--- src/rtl/match_event_reporter.sv ---
// Turns the decoder1024 match level into timestamped events: rising-edge detect,
// holdoff window, saturating event counter and a small event FIFO with valid/ready drain.
module match_event_reporter #(
  parameter int TS_W    = 16,
  parameter int CNT_W   = 8,
  parameter int DEPTH   = 4,
  parameter int HOLDOFF = 8
) (
  input  logic             clk,
  input  logic             clr,
  input  logic             match_in,
  input  logic             arm,
  input  logic             clear_ovf,
  input  logic             out_ready,
  output logic             out_valid,
  output logic [TS_W-1:0]  out_ts,
  output logic [CNT_W-1:0] match_count,
  output logic             overflow
);

  localparam int PTR_W  = $clog2(DEPTH);
  localparam int OCC_W  = $clog2(DEPTH + 1);
  localparam int HOLD_W = (HOLDOFF > 0) ? $clog2(HOLDOFF + 1) : 1;

  logic [TS_W-1:0]   ts_q, ts_d;
  logic              match_q;
  logic [HOLD_W-1:0] hold_q, hold_d;
  logic [PTR_W-1:0]  wr_ptr_q, wr_ptr_d, rd_ptr_q, rd_ptr_d;
  logic [OCC_W-1:0]  occ_q, occ_d;
  logic [CNT_W-1:0]  cnt_q, cnt_d;
  logic              ovf_q, ovf_d;
  logic [TS_W-1:0]   mem_q [DEPTH];

  logic rise, accept, pop, full, push, drop;

  always_comb begin
    rise     = match_in & ~match_q;
    accept   = rise & arm & (hold_q == '0);
    full     = (occ_q == OCC_W'(DEPTH));
    pop      = (occ_q != '0) & out_ready;
    // A pop in the same cycle frees the slot, so a full FIFO still takes the push.
    push     = accept & (~full | pop);
    drop     = accept & full & ~pop;

    ts_d     = ts_q + TS_W'(1);
    hold_d   = hold_q;
    wr_ptr_d = wr_ptr_q;
    rd_ptr_d = rd_ptr_q;
    occ_d    = occ_q + OCC_W'(push) - OCC_W'(pop);
    cnt_d    = cnt_q;
    ovf_d    = ovf_q;

    if (accept) begin
      hold_d = HOLD_W'(HOLDOFF);
    end else if (hold_q != '0) begin
      hold_d = hold_q - HOLD_W'(1);
    end

    if (push) wr_ptr_d = wr_ptr_q + PTR_W'(1);
    if (pop)  rd_ptr_d = rd_ptr_q + PTR_W'(1);
    if (accept && !(&cnt_q)) cnt_d = cnt_q + CNT_W'(1);

    if (drop) begin
      ovf_d = 1'b1;
    end else if (clear_ovf) begin
      ovf_d = 1'b0;
    end
  end

  always_ff @(posedge clk) begin
    if (clr) begin
      ts_q     <= '0;
      match_q  <= 1'b0;
      hold_q   <= '0;
      wr_ptr_q <= '0;
      rd_ptr_q <= '0;
      occ_q    <= '0;
      cnt_q    <= '0;
      ovf_q    <= 1'b0;
    end else begin
      ts_q     <= ts_d;
      match_q  <= match_in;
      hold_q   <= hold_d;
      wr_ptr_q <= wr_ptr_d;
      rd_ptr_q <= rd_ptr_d;
      occ_q    <= occ_d;
      cnt_q    <= cnt_d;
      ovf_q    <= ovf_d;
    end
  end

  // Storage needs no reset: out_ts is masked whenever the FIFO is empty.
  always_ff @(posedge clk) begin
    if (!clr && push) mem_q[wr_ptr_q] <= ts_q;
  end

  assign out_valid   = (occ_q != '0);
  assign out_ts      = out_valid ? mem_q[rd_ptr_q] : '0;
  assign match_count = cnt_q;
  assign overflow    = ovf_q;

endmodule

--- config.mk ---
export PLATFORM = sky130hd
export DESIGN_NAME = match_event_reporter
export DESIGN_NICKNAME = d
export VERILOG_FILES = /design/src/rtl/match_event_reporter.sv
export SDC_FILE = /design/constraint.sdc
export NUM_CORES = 1
export LEC_CHECK = 0
export CORE_ASPECT_RATIO = 0.6
export CORE_MARGIN = 2
export CORE_UTILIZATION = 58
export CTS_CLUSTER_SIZE = 40
export DETAILED_ROUTE_END_ITERATION = 10
export PLACE_DENSITY = 0.77
export REMOVE_ABC_BUFFERS = 1
export SYNTH_ARGS = -nofsm -noshare
export SYNTH_HDL_FRONTEND = slang
export SYNTH_SLANG_ARGS = --single-unit
export TNS_END_PERCENT = 100
--- constraint.sdc ---
create_clock -name clk -period 3.79 [get_ports clk]
set_clock_uncertainty 0.1 [all_clocks]
set_input_delay 0.758 -clock clk [delete_from_list [all_inputs] [get_ports clk]]
set_output_delay 0.758 -clock clk [all_outputs]
set_load 0.02 [all_outputs]
==> summary.txt, run 1 <==
Pin count of the biggest net entering global routing = 42
CP Class = reg -> out
Gr usage total = 20.24%
Worst setup SP type = register
Maxcap violations = 0
Setup TNS Final = 0 ns
Peak Freq = 323.8 MHz
Reg2reg end = occ_q[2]$_SDFF_PP0_
Layout cells sized above 1 = 13.16%
R2r setup slk = 0.75 ns
Vias in the first global route = 2274
DP HPWL = 4.727 mm
GRT met1 Usage = 31.62%
Max FO, Critical Path = 16
Clk root buf = clkbuf_16
Dpl ws = 0.4887 ns
Drt wl/cell = 17.30 µm
Slew @ Worst Pin = 0.6443 ns
GP Congestion = 0.7342
Hold EP = wr_ptr_q[1]$_SDFFE_PP0P_
Count of cell types in the netlist = 43
Layout filler cell count = 483
Via count = 2452
Core area = 6849 µm²
Final worst slack = 0.7019 ns
GR Util met3 = 6.163%
Row count = 23
CP Capture Type = output pin
Post-Syn Area = 4205 µm²
Port Buf Inserts = 31
Worst endpoint required time = 2.93 ns
Clock transition at path regs = 0.07 ns
VDD IR-drop max = 488.6 µV
Inserted Clock Buffers = 9
Setup repair bufs after CTS = 0
Area of the multi-input gates = 1410 µm²
CTS Hold Buffers Added = 0
Met2 Track Usage GR = 26.46%
Via density = 5.716
Register area share after synthesis = 64.27%
DR iter-0 viols = 181
Crit share post-route = 81.48%
Post-synth EDFFs = 64
R2r startpoint = hold_q[0]$_SDFFE_PP0P_
Global-route wire length before repair = 11.92 mm
Final wirelength = 7.422 mm
Post-Syn Area per Cell = 14.11 µm²
Antenna violations before repair = 0
Die height = 69.96 µm
Synth async-reset ratio = 0%
Count of state elements after synthesis = 103
CTS tree = yes
Hold path start = wr_ptr_q[1]$_SDFFE_PP0P_
Pwr Total = 3.144 mW
Final core area utilization = 72.27%
Crit path time final = 3.088 ns
Initial core utilization = 61.40%
1st-pass router iterations = 5
Ys Warns = 0
Power per standard cell area = 635.1 nW/µm²
Nets = 354
Worst EP arrival = 2.23 ns
Synthesis-to-finish area growth = 17.70%
Setup-failing EPs final = 0
Die width = 113.9 µm
Reg area = 2703 µm²
Diodes inserted = 0
Die area = 7970 µm²
H-tree levels = 3
Gate Count Post-Synth = 298
Hold Path Cell Cnt = 2
Clock Tree Buf Depth = 2
Max Slew Vio Count = 0
Setup repair after global routing missed its margin = false
Gr busiest metal = met1
Worst Hold Class = reg -> reg
Final hold viol count = 0
Skew-Pair Late Insertion Delay = 0.34 ns
Post-cts resize count = 0
Most used DFF post-synth = edfxtp_1
Top-level port count = 32
CTS Sinks = 103
Status = finished, final reports clean
DRC errors left = 0
Routed Antenna Nets = 0
Lkg Pwr = 1.675 nW
Rel. slew slack = 57.05%
Total gr overflow = 0
Reg2reg path depth = 12
-- placed cells by master, fill, tap and decap left out, types with 9 or more instances in the layout --
cell type,count
inv_1,10
dfxtp_1,39
xnor2_1,15
clkdlybuf4s50_1,31
nor2b_1,9
mux4_2,16
and2_1,21
nor2_1,32
ha_1,10
edfxtp_1,64
clkbuf_16,9
-- cell type report --
type / instances / share of cell area (%)
clock buffers: 12 / 4.980
well taps: 87 / 2.199
repair buffers: 39 / 7.482
flip-flops and latches: 103 / 54.60
multi-input cells: 173 / 28.49
inverters: 11 / 0.8342
clock inverters: 4 / 1.416
-- synth_stat cells (6+ instances only) --
master / count / share of area (%)
nor2b_1: 9 / 1.3
ha_1: 10 / 3.0
mux4_2: 16 / 8.6
edfxtp_1: 64 / 46
nand2_1: 7 / 0.62
xnor2_1: 15 / 3.1
nor2_1: 32 / 2.9
dfxtp_1: 39 / 19
nand3_1: 8 / 0.95
nor3_1: 6 / 0.71
clkbuf_1: 7 / 0.62
and2_1: 21 / 3.1
inv_1: 10 / 0.89
a21oi_1: 6 / 0.71
-- worst max path at each step --
stage	start	endpoint	cells after the start
floorplan	hold_q[0]$_SDFFE_PP0P_	occ_q[2]$_SDFF_PP0_	12
global placement	out_ready	occ_q[2]$_SDFF_PP0_	11
detailed placement	out_ready	occ_q[2]$_SDFF_PP0_	11
CTS	register	out_ts[0]	4
global route	hold_q[0]$_SDFFE_PP0P_	occ_q[2]$_SDFF_PP0_	12
finish	register	out_ts[13]	4
-- sequential cells by signal, summed over array words and instances (netlist names), named ones only --
name / flops
ts_q: 16
overflow: 1
rd_ptr_q: 2
occ_q: 3
wr_ptr_q: 2
match_count: 8
mem_q: 64
match_q: 1
hold_q: 4
-- metrics by stage --
stage | hold WS [ns] | cells | instance area [µm²]
4_1_cts | 0.4144 | 429 | 4950
3_3_place_gp | 0.3911 | 413 | 4633
3_5_place_dp | 0.4046 | 413 | 4633
5_1_grt | 0.4521 | 429 | 4950
2_1_floorplan | 0.3631 | 287 | 4154
6_report | 0.4240 | 429 | 4950
-- cell families after synthesis --
family / Yosys count / synth area share [%]
AO/OA/AOI/OAI: 19 / 2.976
XOR/XNOR: 18 / 3.749
adder cells (fa/ha/maj): 11 / 3.451
buffers and inverters: 22 / 2.202
flip-flops: 103 / 64.27
multiplexers: 21 / 9.848
AND/OR/NAND/NOR: 104 / 13.51
-- critical path: stages, from the launching register on --
cell             delay (ns)
dfxtp_1                0.31
buf_4                  0.32
mux4_2                 0.53
and2_1                 0.18
clkdlybuf4s50_1        0.54
-- layer usage --
layer  vias up  part of all wire (%)  routed length, µm
li1       1163                     -                  -
met3        15                   6.3                470
met5         -                     0                  0
met4         0                   1.4                102
met2        72                    42               3098
met1      1202                    51               3751
-- power breakdown --
part / total, mW / internal, mW / leakage [nW] / switching [mW]
combinational: 0.888 / 0.435 / 0.609 / 0.453
sequential: 1.30 / 1.25 / 0.910 / 0.0468
clock: 0.961 / 0.594 / 0.157 / 0.366
Note: power is estimated with default switching activity, not from simulation.
==> inputs of run 2 (changes only) <==
- clock period: 3.79 -> 3 ns (I/O delays scaled with it)
==> run 2 against run 1 <==
  * Critical endpoint is now out_ts[2]
  * Setup slack got worse by 0.55 ns
  * Utilization rose by 1.2 points
  * Final cell count rose by 1.4%
  * Sequential share of layout area fell by 0.90 points
  * Flip-flop and latch count did not move
  * Largest power group unchanged
  * Sequential power rose by 26%
  * Clock-buffer cell count did not move
  * First-iteration DRC count rose by 6.6%
  * Clock power rose by 18%
  * Power rose by 27%
  * Global-route usage rose by 1.1 points
  * Design area rose by 1.7%
==> summary.txt, run 2 (same netlist as run 1, synthesis figures left out) <==
Area of the multi-input gates = 1410 µm²
Design Area, Final = 5032 µm²
Via count = 2423
Worst EP arrival = 2.15 ns
Peak Freq = 350.7 MHz
Drt wl/cell = 17.65 µm
Worst setup SP type = register
Skew-Pair Late Insertion Delay = 0.35 ns
Die area = 7970 µm²
Layout cells sized above 1 = 14.66%
CTS tree = yes
Lkg Pwr = 1.709 nW
Synthesis-to-finish area growth = 19.67%
Inserted Clock Buffers = 9
Slew @ Worst Pin = 0.4312 ns
Max Slew Vio Count = 0
Final wirelength = 7.676 mm
Worst endpoint required time = 2.30 ns
Pwr Total = 3.979 mW
Top-level port count = 32
Worst Hold Class = reg -> reg
Hold path start = wr_ptr_q[1]$_SDFFE_PP0P_
Rel. slew slack = 71.26%
CP Class = reg -> out
VDD IR-drop max = 518.3 µV
Placed Area = 4741 µm²
Pin count of the biggest net entering global routing = 42
Port Buf Inserts = 31
Most flops, register = mem_q
Layout filler cell count = 452
Gr usage total = 21.29%
Largest register FFs = 64
DR iter-0 viols = 193
Crit path time final = 2.852 ns
DP HPWL = 4.894 mm
Setup-failing EPs final = 0
Clock transition at path regs = 0.06 ns
Clock Tree Buf Depth = 2
Diodes inserted = 0
Final hold viol count = 0
Crit share post-route = 95.06%
DRC errors left = 0
Routed Antenna Nets = 0
Setup repair bufs after CTS = 0
Maxcap violations = 0
Leading cell type in the layout, fill and taps excluded = edfxtp_1
Clk root buf = clkbuf_16
Setup repair after global routing missed its margin = false
Row count = 23
Max FO, Critical Path = 16
Initial core utilization = 61.40%
Nets = 360
CP Capture Type = output pin
Die width = 113.9 µm
Reg area = 2703 µm²
Total gr overflow = 0
Most frequent cells in the layout = edfxtp_1, dfxtp_1, nor2_1
CTS Hold Buffers Added = 0
Via density = 5.570
CTS Sinks = 103
Core area = 6849 µm²
GP Congestion = 0.7430
Antenna violations before repair = 0
R2r startpoint = hold_q[0]$_SDFFE_PP0P_
Global-route wire length before repair = 12.28 mm
Power per standard cell area = 790.7 nW/µm²
Status = finished, final reports clean
1st-pass router iterations = 4
H-tree levels = 3
Post-cts resize count = 0
Vias in the first global route = 2289
Die height = 69.96 µm
==> run 2: cell count changes in the layout (fill, tap and decap cells not counted), sizes merged <==
cell / previous run / this run
buf: 8 / 14
bufinv: 2 / 1
clkinv: 2 / 3
==> run 2: worst paths after layout <==
| kind | endpoint | slack [ns] | cells after the start |
|---|---|---|---|
| max | out_ts[2] | 0.15 | 4 |
| min reg2reg | wr_ptr_q[1]$_SDFFE_PP0P_ | 0.41 | 2 |
| max reg2reg | occ_q[2]$_SDFF_PP0_ | 0.20 | 12 |
| min | wr_ptr_q[1]$_SDFFE_PP0P_ | 0.41 | 2 |
==> run 2: per-stage QoR <==
stage	setup WS [ns]	util, %	hold WS, ns	TNS (ns)	instances
after floorplan	0.1926	-	0.3631	0	287
after global placement	0.04217	69.22	0.3890	0	419
after detailed placement	-0.03878	69.22	0.4035	-0.03878	419
after CTS	0.1189	73.47	0.4132	0	435
after global routing	0.03940	73.47	0.4402	0	435
final	0.1482	73.47	0.4083	0	435
==> run 2: worst max-delay path, cell delays in order, from the launching register on <==
cell and delay (ns):
dfxtp_1 0.36, buf_12 0.19, mux4_2 0.55, and2_1 0.17, clkdlybuf4s50_1 0.53
==> run 2: where the power goes <==
part | internal (mW) | switching (mW) | leakage, nW
clock network | 0.665 | 0.468 | 0.146
logic | 0.611 | 0.593 | 0.653
registers | 1.58 | 0.0654 | 0.910
total | 2.85 | 1.13 | 1.71
==> run 2: layout make-up <==
cell class,count,share of cell area (%)
Timing Repair Buffer,45,9.498
Multi-Input combinational cell,173,28.02
Sequential cell,103,53.70
Tap cell,87,2.163
Clock inverter,4,0.8951
Clock buffer,12,4.898
Inverter,11,0.8205
==> run 2: routing by layer <==
metal	vias up	global-route usage, %	wire (µm)
met5	-	0	0
met1	1186	31.53	3802
met2	55	29.70	3346
li1	1176	-	-
met3	6	6.944	471
met4	0	7.453	56
==> inputs of run 3 (changes only) <==
- HOLD_SLACK_MARGIN: default -> 0.03
- PLACE_DENSITY: 0.77 -> 0.79
==> run 3 against run 2 <==
  * Sequential share of layout area down 0.053 points
  * Critical path depth stayed put
  * Combinational power hardly changed
  * Design area is essentially flat
  * Clock power rose by 5%
  * Largest cell class unchanged
  * Final cell count decreased by 0.46%
  * Utilization increased by 0.073 points
  * Critical endpoint is now out_ts[14]
  * Register-to-register slack is essentially flat
  * Via count up 0.62%
  * Power up 1.1%
  * Worst hold slack lost 0.0029 ns
==> summary.txt, run 3 (same netlist as run 1, synthesis figures left out) <==
Status = finished, final reports clean
Die height = 69.96 µm
Layout filler cell count = 465
Max FO, Critical Path = 16
CTS Sinks = 103
Nets = 358
Clock transition at path regs = 0.06 ns
GP Congestion = 0.8388
Post-cts resize count = 0
Vias in the first global route = 2392
Synthesis-to-finish area growth = 19.79%
CP Class = reg -> out
Dpl cells = 417
Leading cell type in the layout, fill and taps excluded = edfxtp_1
Drt wl/cell = 17.77 µm
Setup-failing EPs final = 0
Clk root buf = clkbuf_16
Total gr overflow = 0
DRC errors left = 0
Maxcap violations = 0
Inserted Clock Buffers = 9
Diodes inserted = 0
Largest register FFs = 64
1st-pass router iterations = 4
CP Capture Type = output pin
Via count = 2438
Peak Freq = 353.2 MHz
DP HPWL = 4.900 mm
Via density = 5.630
Setup TNS Final = 0 ns
Port Buf Inserts = 31
Die width = 113.9 µm
CTS Hold Buffers Added = 0
Worst EP arrival = 2.13 ns
Max Slew Vio Count = 0
Row count = 23
Comb pwr share = 29.6%
Most frequent cells in the layout = edfxtp_1, dfxtp_1, nor2_1
H-tree levels = 3
VDD IR-drop max = 520.0 µV
Lkg Pwr = 1.707 nW
Power per standard cell area = 798.5 nW/µm²
Top-level port count = 32
Slew @ Worst Pin = 0.5097 ns
Core area = 6849 µm²
Pin count of the biggest net entering global routing = 42
Clock Tree Buf Depth = 2
Skew-Pair Late Insertion Delay = 0.34 ns
Worst setup SP type = register
Final hold viol count = 0
Seq pwr share = 40.8%
Pwr Total = 4.022 mW
Routed Antenna Nets = 0
Antenna violations before repair = 0
DR iter-0 viols = 164
Layout cells sized above 1 = 14.16%
Worst endpoint required time = 2.30 ns
Net switching power = 1.126 mW
CTS tree = yes
Setup repair bufs after CTS = 0
Rel. slew slack = 65.89%
Pint = 2.896 mW
Die area = 7970 µm²
Final wirelength = 7.695 mm
Sw Ratio = 27.99%
Initial core utilization = 61.40%
Setup repair after global routing missed its margin = false
Most flops, register = mem_q
Crit share post-route = 94.38%
Placed Area = 4726 µm²
Crit path time final = 2.831 ns
Design Area, Final = 5037 µm²
Gr usage total = 21.46%
Post-Layout Cell Count = 433
Clock Power Share = 29.6%
Global-route wire length before repair = 12.36 mm
Worst Hold Class = reg -> reg
-- run 3: critical path, stage by stage, from the launching register on --
cell and delay, ns:
dfxtp_1 0.35, buf_12 0.19, mux4_2 0.50, and2_1 0.19, clkdlybuf4s50_1 0.55
-- run 3: layout make-up --
| cell class | count | area [µm²] | area share [%] |
|---|---|---|---|
| Clock buffer | 13 | 271.5 | 5.390 |
| Clock inverter | 3 | 40.04 | 0.7948 |
| Inverter | 11 | 41.29 | 0.8197 |
| Multi-Input combinational cell | 173 | 1410 | 27.99 |
| Sequential cell | 103 | 2703 | 53.65 |
| Tap cell | 87 | 108.9 | 2.161 |
| Timing Repair Buffer | 43 | 462.9 | 9.190 |
-- run 3: layer usage --
layer	up-vias	global-route usage, %	share of wire, %
li1	1176	-	-
met1	1187	30.81	48
met2	65	30.75	44
met3	10	6.771	6.0
met4	0	8.266	1.4
met5	-	0	0
-- run 3: through the flow --
step | setup slack, ns | hold slack, ns | utilization, %
floorplan | 0.1926 | 0.3631 | -
global placement | 0.06711 | 0.3848 | 69.00
detailed placement | 0.001726 | 0.4000 | 69.00
CTS | 0.1336 | 0.4083 | 73.55
global route | 0.02804 | 0.4432 | 73.55
finish | 0.1685 | 0.4054 | 73.55
-- run 3: worst paths after layout --
path	from	to	slack (ns)	depth (start not counted)
setup / recovery	register	out_ts[14]	0.17	4
hold reg to reg	wr_ptr_q[1]$_SDFFE_PP0P_	wr_ptr_q[1]$_SDFFE_PP0P_	0.41	2
setup reg to reg	hold_q[0]$_SDFFE_PP0P_	occ_q[2]$_SDFF_PP0_	0.21	12
hold / removal	wr_ptr_q[1]$_SDFFE_PP0P_	wr_ptr_q[1]$_SDFFE_PP0P_	0.41	2
-- run 3: power by group through the flow --
stage | Sequential (mW) | Combinational (mW) | Clock, mW
2_1_floorplan | 1.70 | 0.678 | 0
3_3_place_gp | 1.67 | 1.19 | 0
3_5_place_dp | 1.67 | 1.21 | 0
4_1_cts | 1.64 | 1.21 | 1.22
5_1_grt | 1.65 | 1.31 | 1.27
6_report | 1.64 | 1.19 | 1.19
